`config.mk`:
```
export PLATFORM = sky130hd
export DESIGN_NAME = mem_arbiter
export DESIGN_NICKNAME = d
export VERILOG_FILES = /design/src/rtl/mem_arbiter_pkg.sv /design/src/rtl/mem_rtag_pipe.sv /design/src/rtl/mem_arbiter.sv
export SDC_FILE = /design/constraint.sdc
export NUM_CORES = 1
export LEC_CHECK = 0
export CAP_MARGIN = 20
export CORE_AREA = 2 2 70 72
export CTS_BUF_LIST = sky130_fd_sc_hd__clkbuf_8
export CTS_CLUSTER_DIAMETER = 40
export DETAILED_ROUTE_END_ITERATION = 12
export DIE_AREA = 0 0 72 74
export PLACE_DENSITY = 0.79
export SKIP_CTS_REPAIR_TIMING = 1
export SLEW_MARGIN = 20
export SYNTH_ARGS = -nofsm -noshare
export SYNTH_HDL_FRONTEND = slang
export SYNTH_SLANG_ARGS = --single-unit
```
`constraint.sdc`:
```
create_clock -name clk -period 4 [get_ports clk]
set_clock_uncertainty 0.15 [all_clocks]
set_input_delay 0.8 -clock clk [delete_from_list [all_inputs] [get_ports clk]]
set_output_delay 0.8 -clock clk [all_outputs]
set_load 0.005 [all_outputs]
```
`src/rtl/mem_arbiter_pkg.sv`:
```
// Shared types for the I/D-cache main-memory arbiter.
// Owner and FSM encodings, bank-select bit positions, and read-latency default.
// Carries no logic of its own.
package mem_arbiter_pkg;

  typedef enum logic [1:0] {
    OWN_NONE = 2'd0,
    OWN_I    = 2'd1,
    OWN_D    = 2'd2
  } owner_e;

  typedef enum logic [1:0] {
    ST_IDLE  = 2'd0,
    ST_OWN_I = 2'd1,
    ST_OWN_D = 2'd2
  } state_e;

  // Read-return tag: one per issue slot; writes push vld=0
  typedef struct packed {
    logic   vld;
    owner_e own;
  } rtag_t;

  localparam int BANK_LO    = 1;
  localparam int BANK_HI    = 2;
  localparam int RD_LAT_DEF = 2;

endpackage

```
`src/rtl/mem_rtag_pipe.sv`:
```
// Read-return tag shift register: routes memory read data to the issuing cache.
// Latency RD_LAT cycles from push to rvalid; no backpressure, one tag per cycle.
// Asynchronous reset discards all in-flight tags.
module mem_rtag_pipe
  import mem_arbiter_pkg::*;
#(
  parameter int RD_LAT = RD_LAT_DEF
) (
  input  logic  clk,
  input  logic  rst_n,
  input  rtag_t push,
  output logic  rvalid_i,
  output logic  rvalid_d
);

  rtag_t pipe [RD_LAT];

  always_ff @(posedge clk or negedge rst_n) begin
    if (!rst_n) begin
      for (int k = 0; k < RD_LAT; k++) pipe[k] <= '0;
    end else begin
      pipe[0] <= push;
      for (int k = 1; k < RD_LAT; k++) pipe[k] <= pipe[k-1];
    end
  end

  assign rvalid_i = pipe[RD_LAT-1].vld && (pipe[RD_LAT-1].own == OWN_I);
  assign rvalid_d = pipe[RD_LAT-1].vld && (pipe[RD_LAT-1].own == OWN_D);

endmodule

```
`src/rtl/mem_arbiter.sv`:
```
// Round-robin arbiter sharing banked main memory between I-cache and D-cache.
// Grant is combinational in the request cycle; read data returns RD_LAT cycles later.
// Losing or locked-out requester sees stall=1 and must hold its request until gnt.
module mem_arbiter
  import mem_arbiter_pkg::*;
#(
  parameter int ADDR_W = 16,
  parameter int DATA_W = 16,
  parameter int RD_LAT = RD_LAT_DEF
) (
  input  logic              clk,
  input  logic              rst_n,
  input  logic              req_i,
  input  logic              req_d,
  input  logic              wr_i,
  input  logic              wr_d,
  input  logic              lock_i,
  input  logic              lock_d,
  input  logic [ADDR_W-1:0] addr_i,
  input  logic [ADDR_W-1:0] addr_d,
  input  logic [DATA_W-1:0] wdata_i,
  input  logic [DATA_W-1:0] wdata_d,
  output logic              gnt_i,
  output logic              gnt_d,
  output logic              stall_i,
  output logic              stall_d,
  output logic              rvalid_i,
  output logic              rvalid_d,
  output logic [DATA_W-1:0] rdata,
  input  logic [3:0]        mem_busy,
  output logic              mem_rd,
  output logic              mem_wr,
  output logic [ADDR_W-1:0] mem_addr,
  output logic [DATA_W-1:0] mem_wdata,
  input  logic [DATA_W-1:0] mem_rdata
);

  state_e state_q, state_d;
  logic   last_d_q;
  owner_e win;
  logic   elig_i, elig_d;
  rtag_t  rtag;

  assign elig_i = req_i && !mem_busy[addr_i[BANK_HI:BANK_LO]];
  assign elig_d = req_d && !mem_busy[addr_d[BANK_HI:BANK_LO]];

  always_ff @(posedge clk or negedge rst_n) begin
    if (!rst_n) begin
      state_q  <= ST_IDLE;
      last_d_q <= 1'b1;
    end else begin
      state_q <= state_d;
      if (win != OWN_NONE) last_d_q <= (win == OWN_D);
    end
  end

  always_comb begin
    win     = OWN_NONE;
    state_d = state_q;
    case (state_q)
      ST_IDLE: begin
        if (elig_i && elig_d) win = last_d_q ? OWN_I : OWN_D;
        else if (elig_i)      win = OWN_I;
        else if (elig_d)      win = OWN_D;
        if (win == OWN_I && lock_i)      state_d = ST_OWN_I;
        else if (win == OWN_D && lock_d) state_d = ST_OWN_D;
      end
      // Owner keeps the memory until it presents lock=0, granted or not
      ST_OWN_I: begin
        if (elig_i) win = OWN_I;
        if (!lock_i) state_d = ST_IDLE;
      end
      ST_OWN_D: begin
        if (elig_d) win = OWN_D;
        if (!lock_d) state_d = ST_IDLE;
      end
      default: state_d = ST_IDLE;
    endcase
  end

  always_comb begin
    mem_rd    = 1'b0;
    mem_wr    = 1'b0;
    mem_addr  = '0;
    mem_wdata = '0;
    case (win)
      OWN_I: begin
        mem_rd    = !wr_i;
        mem_wr    = wr_i;
        mem_addr  = addr_i;
        mem_wdata = wdata_i;
      end
      OWN_D: begin
        mem_rd    = !wr_d;
        mem_wr    = wr_d;
        mem_addr  = addr_d;
        mem_wdata = wdata_d;
      end
      default: ;
    endcase
  end

  assign gnt_i   = (win == OWN_I);
  assign gnt_d   = (win == OWN_D);
  assign stall_i = req_i && !gnt_i;
  assign stall_d = req_d && !gnt_d;
  assign rdata   = mem_rdata;

  assign rtag.vld = mem_rd;
  assign rtag.own = win;

  mem_rtag_pipe #(.RD_LAT(RD_LAT)) u_rtag_pipe (
    .clk      (clk),
    .rst_n    (rst_n),
    .push     (rtag),
    .rvalid_i (rvalid_i),
    .rvalid_d (rvalid_d)
  );

endmodule

```
==> metrics.md, run 1 <==
| Metric | Value |
|---|---|
| Outcome | `finished, final reports clean` |
| Clock Pin Slew Worst Setup and Hold Paths | `50 ps` |
| Final nets | `344` |
| Register area | `226.5 µm²` |
| Worst setup path startpoint | `mem_busy[1]` |
| Drt wl/cell | `15.48 µm` |
| Tightest Pin Transition | `411.8 ps` |
| Top_reg_cell synth | `dfrtp_1` |
| DRC Markers | `0` |
| Die height | `74 µm` |
| Final setup vio count | `0` |
| Root Buffer | `clkbuf_8` |
| Fmax | `254.1 MHz` |
| Area post-placement | `0.002280 mm²` |
| Top cells by area, synth | `a22oi_1 23%, nor2b_1 19%, dfrtp_1 18%` |
| Placed cells | `290` |
| Fin cells | `300` |
| Power Dens Cells | `209.0 mW/mm²` |
| Max incr delay on CP | `570 ps` |
| Worst path cell trace | `dlymetal6s2s_1 -> mux4_2 -> or4b_4 -> and3_4 -> ha_4 -> clkbuf_16 -> clkdlybuf4s50_1` |
| Sequential power share | `19.7%` |
| Initial antenna violation count | `0` |
| Final setup TNS | `0 ps` |
| Final hold viol count | `0` |
| Area leader, netlist | `a22oi_1` |
| Launching point of the worst reg2reg path | `last_d_q` |
| Gate Count Post-Synth | `132` |
| N_diodes | `0` |
| Seq/Total Area, Yosys | `20.71%` |
| Syn Nets | `229` |
| Worst Setup Start Kind | `input port` |
| Switching power total | `170.3 µW` |
| Fraction of registers with async set or reset after synthesis | `100.0%` |
| Internal Power | `381.8 µW` |
| CTS tree | `yes` |
| Fillers | `410` |
| Synth Warn # | `0` |
| Die X | `72 µm` |
| Final period utilization | `98.37%` |
| Syn_area_per_cell | `8.284 µm²` |
| Skew-Pair Late Insertion Delay | `240 ps` |
| Sw Ratio | `30.85%` |
| Total number of vias | `1416` |
| PortBufs | `115` |
| Clock sink count | `9` |
| Comb power frac | `60.8%` |
| Largest net degree at the start of global routing | `22` |
| Synth-to-layout area growth | `141.6%` |
| CP Data Required Time | `3050 ps` |
| Grt total ovfl | `0` |
| DIE AREA | `0.005328 mm²` |
| Post-synth top cells | `33 x a22oi_1, 33 x nor2b_1, 16 x buf_4, 10 x clkbuf_1, 8 x dfrtp_1` |
| Yosys top cell area share | `22.65%` |
| Final RePlAce weighted congestion | `0.7298` |
| Post-synth EDFFs | `0` |
| Clock buffer depth | `2` |
| Flops & latches, synth | `9` |
| Hold path start | `u_rtag_pipe.pipe[3]` |
| Core area | `0.004598 mm²` |
| Final WL | `4.644 mm` |
| Worst setup path category | `input port to primary output` |
| Layout cells sized above 1 | `29.67%` |
| Slew headroom | `72.46%` |
| Worst hold path class | `flop to flop` |
| Dpl hpwl | `3.280 mm` |
| CTS Buf Count | `3` |
| Minimum clock period | `3935 ps` |
| Vias in the first global route | `1275` |
| Max-cap viol count | `0` |
| Crit path max fanout | `10` |
| Clock power share | `19.4%` |
| Total GRT Usage | `14.13%` |
| Crit end category | `primary output` |
| Worst VDD drop | `0.08923 mV` |
| CP arrival | `2980 ps` |
| Fin area | `0.002643 mm²` |
| Final Core Density | `57.47%` |
| Via density | `4.720` |
| Synthesized area | `0.001094 mm²` |
| Unique masters post-synth | `24` |
| CTS H-tree lvls | `1` |
| Initial Util | `23.78%` |
| Fin. max-slew vios | `0` |
| Io pins | `148` |
| Drt first pass iters | `4` |
| Wire length of the first global-routing pass | `5.989 mm` |
| Multi-input gate area | `867.1 µm²` |
| Slowest CP cell | `or4b_4` |
| Static leakage | `0.001366 µW` |
| Row cnt | `25` |
| Initial DRC Count | `46` |
| Final ANT Viol Nets | `0` |
critical path: cells and delay by family:
family / cells / cell delay [ps]
buffers and inverters: 3 / 760
and+or+nand+nor: 2 / 780
adders and majority gates: 1 / 190
muxes: 1 / 460
sequential cells by signal, indices dropped and copies added, names as in the netlist:
name	flops
state_q	2
u_rtag_pipe.pipe	6
last_d_q	1
worst paths after layout:
path / slack (ps) / depth (start not counted) / to
worst max-delay path: 70 / 7 / gnt_d
worst min-delay path: 200 / 0 / u_rtag_pipe.pipe[0]
worst max register to register: 1880 / 7 / u_rtag_pipe.pipe[5]
worst min register to register: 200 / 0 / u_rtag_pipe.pipe[0]
max in group asynchronous: 2670 / 1 / last_d_q
min in group asynchronous: 710 / 1 / u_rtag_pipe.pipe[4]
routing by layer:
metal	vias up	track usage (%)	wire length, µm
met2	73	25.93	2443
met4	0	3.774	55
met3	5	4.201	346
met5	-	0	0
li1	690	-	-
met1	648	16.05	1799
cells in the final DEF (no fill, tap or decap), types with 2 or more instances in the layout:
cell type	instances
ha_4	5
buf_4	10
buf_12	2
inv_1	6
buf_6	3
clkbuf_8	3
dlymetal6s2s_1	25
nor2b_1	32
buf_8	3
nor2_1	5
clkdlybuf4s50_1	73
dfrtp_1	8
buf_2	7
clkbuf_16	4
a22oi_1	16
a22oi_2	17
clkbuf_2	9
mux4_2	2
power by group through the flow:
stage / logic [µW] / registers [µW] / clock network, µW
floorplan: 123 / 107 / 0
global placement: 278 / 109 / 0
detailed placement: 282 / 110 / 0
CTS: 283 / 109 / 104
global route: 361 / 110 / 111
finish: 336 / 109 / 107
stage by stage:
stage	worst slack (ps)	hold slack [ps]	power (µW)
global placement	-662.2	181.9	387.2
global route	-13.60	199.0	582.2
detailed placement	-700.9	184.7	391.7
finish	65.03	195.2	552.2
CTS	-704.0	193.1	496.1
floorplan	265.2	181.2	230.5
area by class of cell:
type	count	share of cell area (%)
multi-input cells	92	32.81
flip-flops and latches	9	8.570
clock buffers	3	1.563
clock inverters	1	0.1420
inverters	5	0.7102
repair buffers	136	53.65
well taps	54	2.557
kinds of logic after synthesis:
family / after synthesis / synth area share, %
multiplexers: 3 / 5.148
flip-flops: 9 / 20.71
AND/OR/NAND/NOR: 46 / 25.74
buffers and inverters: 31 / 16.13
AO/OA/AOI/OAI: 38 / 26.55
adder cells (fa/ha/maj): 5 / 5.721
(Power assumes the default switching activity.)
==> run 2: changes to the inputs <==
--- a/config.mk
+++ b/config.mk
@@ -6,11 +6,11 @@
 export NUM_CORES = 1
 export LEC_CHECK = 0
 export CAP_MARGIN = 20
-export CORE_AREA = 2 2 70 72
+export CORE_AREA = 2 2 67 75
 export CTS_BUF_LIST = sky130_fd_sc_hd__clkbuf_8
 export CTS_CLUSTER_DIAMETER = 40
 export DETAILED_ROUTE_END_ITERATION = 12
-export DIE_AREA = 0 0 72 74
+export DIE_AREA = 0 0 69 77
 export PLACE_DENSITY = 0.79
 export SKIP_CTS_REPAIR_TIMING = 1
 export SLEW_MARGIN = 20
==> run 2 against run 1 <==
First-iteration DRC count is 13% lower. Routed wire length is 1.2% lower. Setup slack worse by 23 ps. Largest cell class unchanged. Total power is 1.8% higher. Largest power group unchanged. Design area is 2.1% higher. Combinational power is 5% higher. Sequential share of layout area is 0.18 points lower. Fmax is 0.57% lower.
==> metrics.md, run 2 (synthesized netlist as in run 1, its figures left out) <==
| Metric | Value |
|---|---|
| Max incr delay on CP | `590 ps` |
| Core area | `0.004554 mm²` |
| Tightest Pin Transition | `381.5 ps` |
| Dpl hpwl | `3.199 mm` |
| Final ANT Viol Nets | `0` |
| Worst setup path startpoint | `addr_i[1]` |
| Final Core Density | `59.26%` |
| Worst hold path class | `flop to flop` |
| Crit end category | `primary output` |
| Root Buffer | `clkbuf_8` |
| Final WL | `4.589 mm` |
| Worst Setup Start Kind | `input port` |
| Grt total ovfl | `0` |
| Fin. max-slew vios | `0` |
| Minimum clock period | `3958 ps` |
| Row cnt | `26` |
| Crit path max-delay family | `simple AND/OR/NAND/NOR gates` |
| Drt first pass iters | `4` |
| Synth-to-layout area growth | `146.8%` |
| Worst setup path category | `input port to primary output` |
| Total number of vias | `1476` |
| Worst VDD drop | `0.1040 mV` |
| Static leakage | `0.001318 µW` |
| Max FFs per register | `6` |
| Vias in the first global route | `1370` |
| Io pins | `148` |
| Fillers | `414` |
| CP arrival | `3010 ps` |
| Initial Util | `24.01%` |
| Largest net degree at the start of global routing | `21` |
| Hold_ws | `196.0 ps` |
| Largest register by flop count | `u_rtag_pipe.pipe` |
| Commonest non-fill, non-tap cell in the layout | `clkdlybuf4s50_1` |
| Max-cap viol count | `0` |
| Clock sink count | `9` |
| Final WS setup | `42.47 ps` |
| Final setup vio count | `0` |
| Hold path start | `u_rtag_pipe.pipe[4]` |
| Fin area | `0.002699 mm²` |
| Outcome | `finished, final reports clean` |
| Register area | `226.5 µm²` |
| Commonest cells after routing, fill and taps aside | `71 x clkdlybuf4s50_1, 33 x nor2b_1, 31 x a22oi_2` |
| Area post-placement | `0.002290 mm²` |
| DRC Markers | `0` |
| RSZ-0062 raised after global routing | `yes` |
| DIE AREA | `0.005313 mm²` |
| Drt wl/cell | `14.95 µm` |
| N_diodes | `0` |
| PortBufs | `115` |
| Via density | `4.808` |
| Worst path cell trace | `buf_8 -> mux4_2 -> or4b_4 -> and3_4 -> buf_6 -> ha_4 -> clkbuf_16 -> a22oi_2 -> nor2b_1 -> clkbuf_2` |
| CP Data Required Time | `3050 ps` |
| Total GRT Usage | `13.97%` |
| Multi-input gate area | `922.1 µm²` |
| Clock Pin Slew Worst Setup and Hold Paths | `40 ps` |
| Layout cells sized above 1 | `38.65%` |
| WP buf/inv | `4` |
| Final RePlAce weighted congestion | `0.7973` |
| Final nets | `349` |
| CTS Buf Count | `3` |
| Initial antenna violation count | `0` |
| Crit path max fanout | `7` |
| Clock buffer depth | `2` |
| Slew headroom | `74.49%` |
| Final period utilization | `98.94%` |
| Die X | `69 µm` |
| Fmax | `252.7 MHz` |
| Die height | `77 µm` |
| Initial DRC Count | `40` |
| Post-Place Worst Slack | `-710.0 ps` |
| Wire length of the first global-routing pass | `6.292 mm` |
| CTS H-tree lvls | `1` |
| Skew-Pair Late Insertion Delay | `230 ps` |
| Top Registers | `u_rtag_pipe.pipe x6, state_q x2, last_d_q x1` |
| Slowest CP cell | `or4b_4` |
| Power Dens Cells | `208.4 mW/mm²` |
| CTS tree | `yes` |
| Launching point of the worst reg2reg path | `last_d_q` |
| Final hold viol count | `0` |
## run 2: path summary, 6_finish.rpt
kind	end	slack, ps	depth (start not counted)
max	mem_wdata[6]	40	10
max reg2reg	last_d_q	1650	7
min reg2reg	u_rtag_pipe.pipe[1]	200	0
min	u_rtag_pipe.pipe[1]	200	0
min in group asynchronous	u_rtag_pipe.pipe[2]	710	1
max in group asynchronous	last_d_q	2680	1
## run 2: metal layers
metal  global-route usage (%)  wire length [µm]  vias to the layer above
met3                    5.650               461                        4
met5                        0                 0                        -
met1                    16.16              1686                      674
met4                    1.961                21                        0
li1                         -                 -                      700
met2                    24.62              2419                       98
## run 2: final cells by class
type | count | share of cell area, %
Timing Repair Buffer | 141 | 52.48
Multi-Input combinational cell | 92 | 34.17
Sequential cell | 9 | 8.391
Tap cell | 56 | 2.596
Clock buffer | 3 | 1.530
Inverter | 5 | 0.6954
Clock inverter | 1 | 0.1391
## run 2: power by group
| part | switching (µW) | leakage, µW | internal [µW] | total [µW] |
|---|---|---|---|---|
| Combinational | 130 | 0.00117 | 223 | 353 |
| Sequential | 6.44 | 0.000117 | 103 | 109 |
| Clock | 34.1 | 0.0000269 | 66.7 | 101 |
| Total | 170 | 0.00132 | 392 | 562 |
## run 2: per-stage QoR
| stage | TNS, ps | std cells | power, µW |
|---|---|---|---|
| 6_report | 0 | 307 | 562.4 |
| 5_1_grt | -269.0 | 307 | 597.8 |
| 4_1_cts | -23520 | 297 | 492.9 |
| 3_5_place_dp | -23430 | 293 | 390.6 |
| 3_3_place_gp | -22340 | 293 | 387.4 |
| 2_1_floorplan | 0 | 132 | 230.5 |
==> run 3: changes to the inputs <==
--- a/config.mk
+++ b/config.mk
@@ -11,8 +11,7 @@
 export CTS_CLUSTER_DIAMETER = 40
 export DETAILED_ROUTE_END_ITERATION = 12
 export DIE_AREA = 0 0 69 77
-export PLACE_DENSITY = 0.79
-export SKIP_CTS_REPAIR_TIMING = 1
+export PLACE_DENSITY = 0.77
 export SLEW_MARGIN = 20
 export SYNTH_ARGS = -nofsm -noshare
 export SYNTH_HDL_FRONTEND = slang
==> run 3 against run 2 <==
Routed wire length up 11%. Sequential share of layout area hardly changed. Die area is the same. Core utilization rose by 0.16 points. Global-route usage is 5.0 points higher. Register-to-register slack better by 200 ps. Largest power group unchanged.
==> metrics.md, run 3 (synthesized netlist as in run 1, its figures left out) <==
| Metric | Value |
|---|---|
| Root Buffer | `clkbuf_8` |
| Minimum clock period | `3946 ps` |
| CTS Buf Count | `3` |
| CP arrival | `3000 ps` |
| PortBufs | `115` |
| Final hold viol count | `0` |
| Initial Util | `24.01%` |
| Grt total ovfl | `0` |
| Initial DRC Count | `42` |
| Clock buffer depth | `2` |
| Row cnt | `26` |
| Clock sink count | `9` |
| DRC Markers | `0` |
| Clock Pin Slew Worst Setup and Hold Paths | `50 ps` |
| DIE AREA | `0.005313 mm²` |
| Post-Place Worst Slack | `-694.0 ps` |
| Wire length of the first global-routing pass | `8.024 mm` |
| Initial antenna violation count | `0` |
| Hold-fix buffers at CTS | `0` |
| Final setup vio count | `0` |
| Drt first pass iters | `3` |
| Final WS setup | `53.77 ps` |
| Largest register by flop count | `u_rtag_pipe.pipe` |
| Static leakage | `0.001076 µW` |
| Io pins | `148` |
| Core area | `0.004554 mm²` |
| Vias in the first global route | `1602` |
| Worst setup path category | `input port to primary output` |
| Final WL | `5.085 mm` |
| Final nets | `351` |
| Final ANT Viol Nets | `0` |
| Outcome | `finished, final reports clean` |
| Drt wl/cell | `16.46 µm` |
| Hold_ws | `195.9 ps` |
| R2r worst-path depth | `5` |
| Max FFs per register | `6` |
| Fillers | `407` |
| Dpl hpwl | `3.303 mm` |
| Worst VDD drop | `0.1059 mV` |
| Hold Path Stages | `0` |
| RSZ-0062 raised after global routing | `yes` |
| CP Data Required Time | `3050 ps` |
| Crit end category | `primary output` |
| Layout cells sized above 1 | `40.32%` |
| Commonest non-fill, non-tap cell in the layout | `clkdlybuf4s50_1` |
| Tightest Pin Transition | `417.9 ps` |
| Slew headroom | `72.05%` |
| CTS tree | `yes` |
| Skew-Pair Late Insertion Delay | `240 ps` |
| Total number of vias | `1511` |
| Final RePlAce weighted congestion | `0.7614` |
| Power Dens Cells | `218.3 mW/mm²` |
| CTS H-tree lvls | `1` |
| Register area | `226.5 µm²` |
| N_diodes | `0` |
| Power, Total | `590.7 µW` |
| Fmax | `253.4 MHz` |
| Final setup TNS | `0 ps` |
| Crit path max fanout | `6` |
| Die height | `77 µm` |
| Total GRT Usage | `18.93%` |
| Multi-input gate area | `928.4 µm²` |
| Via density | `4.890` |
| Top Registers | `u_rtag_pipe.pipe x6, state_q x2, last_d_q x1` |
| Worst hold path class | `flop to flop` |
| Internal reg-to-reg setup slack | `1850 ps` |
| Synth-to-layout area growth | `147.5%` |
| Commonest cells after routing, fill and taps aside | `69 x clkdlybuf4s50_1, 33 x nor2b_1, 29 x a22oi_2` |
| Largest net degree at the start of global routing | `24` |
| Max-cap viol count | `0` |
| Fin. max-slew vios | `0` |
| Worst Setup Start Kind | `input port` |
| Fin area | `0.002706 mm²` |
| Die X | `69 µm` |
| Area post-placement | `0.002302 mm²` |
| Final period utilization | `98.66%` |
run 3: path summary, 6_finish.rpt:
| check | startpoint | endpoint |
|---|---|---|
| setup reg to reg | last_d_q | last_d_q |
| setup / recovery | addr_i[1] | mem_wdata[0] |
| max in group asynchronous | rst_n | last_d_q |
| hold reg to reg | u_rtag_pipe.pipe[3] | u_rtag_pipe.pipe[0] |
| hold / removal | u_rtag_pipe.pipe[3] | u_rtag_pipe.pipe[0] |
| min in group asynchronous | rst_n | u_rtag_pipe.pipe[0] |
run 3: stage by stage:
step,util (%),std cells
3_3_place_gp,50.55,293
2_1_floorplan,-,132
6_report,59.42,309
3_5_place_dp,50.55,293
4_1_cts,59.20,307
5_1_grt,59.42,309
run 3: where the power goes:
part           total, µW  leakage, µW  switching, µW  internal, µW
combinational        372     0.000931            140           233
sequential           109     0.000117           6.64           103
clock                109    0.0000269           41.8          67.3
run 3: cell type report:
cell class / count / share of cell area, %
sequential: 9 / 8.368
clock inverter: 1 / 0.1387
inverter: 5 / 0.6935
tap: 56 / 2.589
clock buffer: 3 / 1.526
multi-input combinational: 92 / 34.30
timing repair buffer: 143 / 52.38
run 3: metal layers:
metal  up-vias  wire [µm]  GRT usage, %  share of wire (%)
met5         -          0             0                  0
met4         0        127         8.039                2.5
met3        13        475         6.702                9.3
met2        93       2580         33.27                 51
met1       695       1901         20.37                 37
li1        710          -             -                  -
run 3: critical path: stages:
cell and delay, ps:
buf_4 100, mux4_2 490, or4b_4 570, and3_4 210, ha_4 220, buf_8 150, a22oi_2 140, nor2b_1 60
dlygate4sd2_1 260
run 3: what timing repair did:
action / 4_1_cts / 5_1_grt
setup buffers: 6 / 1
endpoints found under the setup margin: 38 / 28
hold endpoints to repair: 0 / 0
pin swaps: 11 / 5
resized for setup: 151 / 29
cloned: 5 / 1
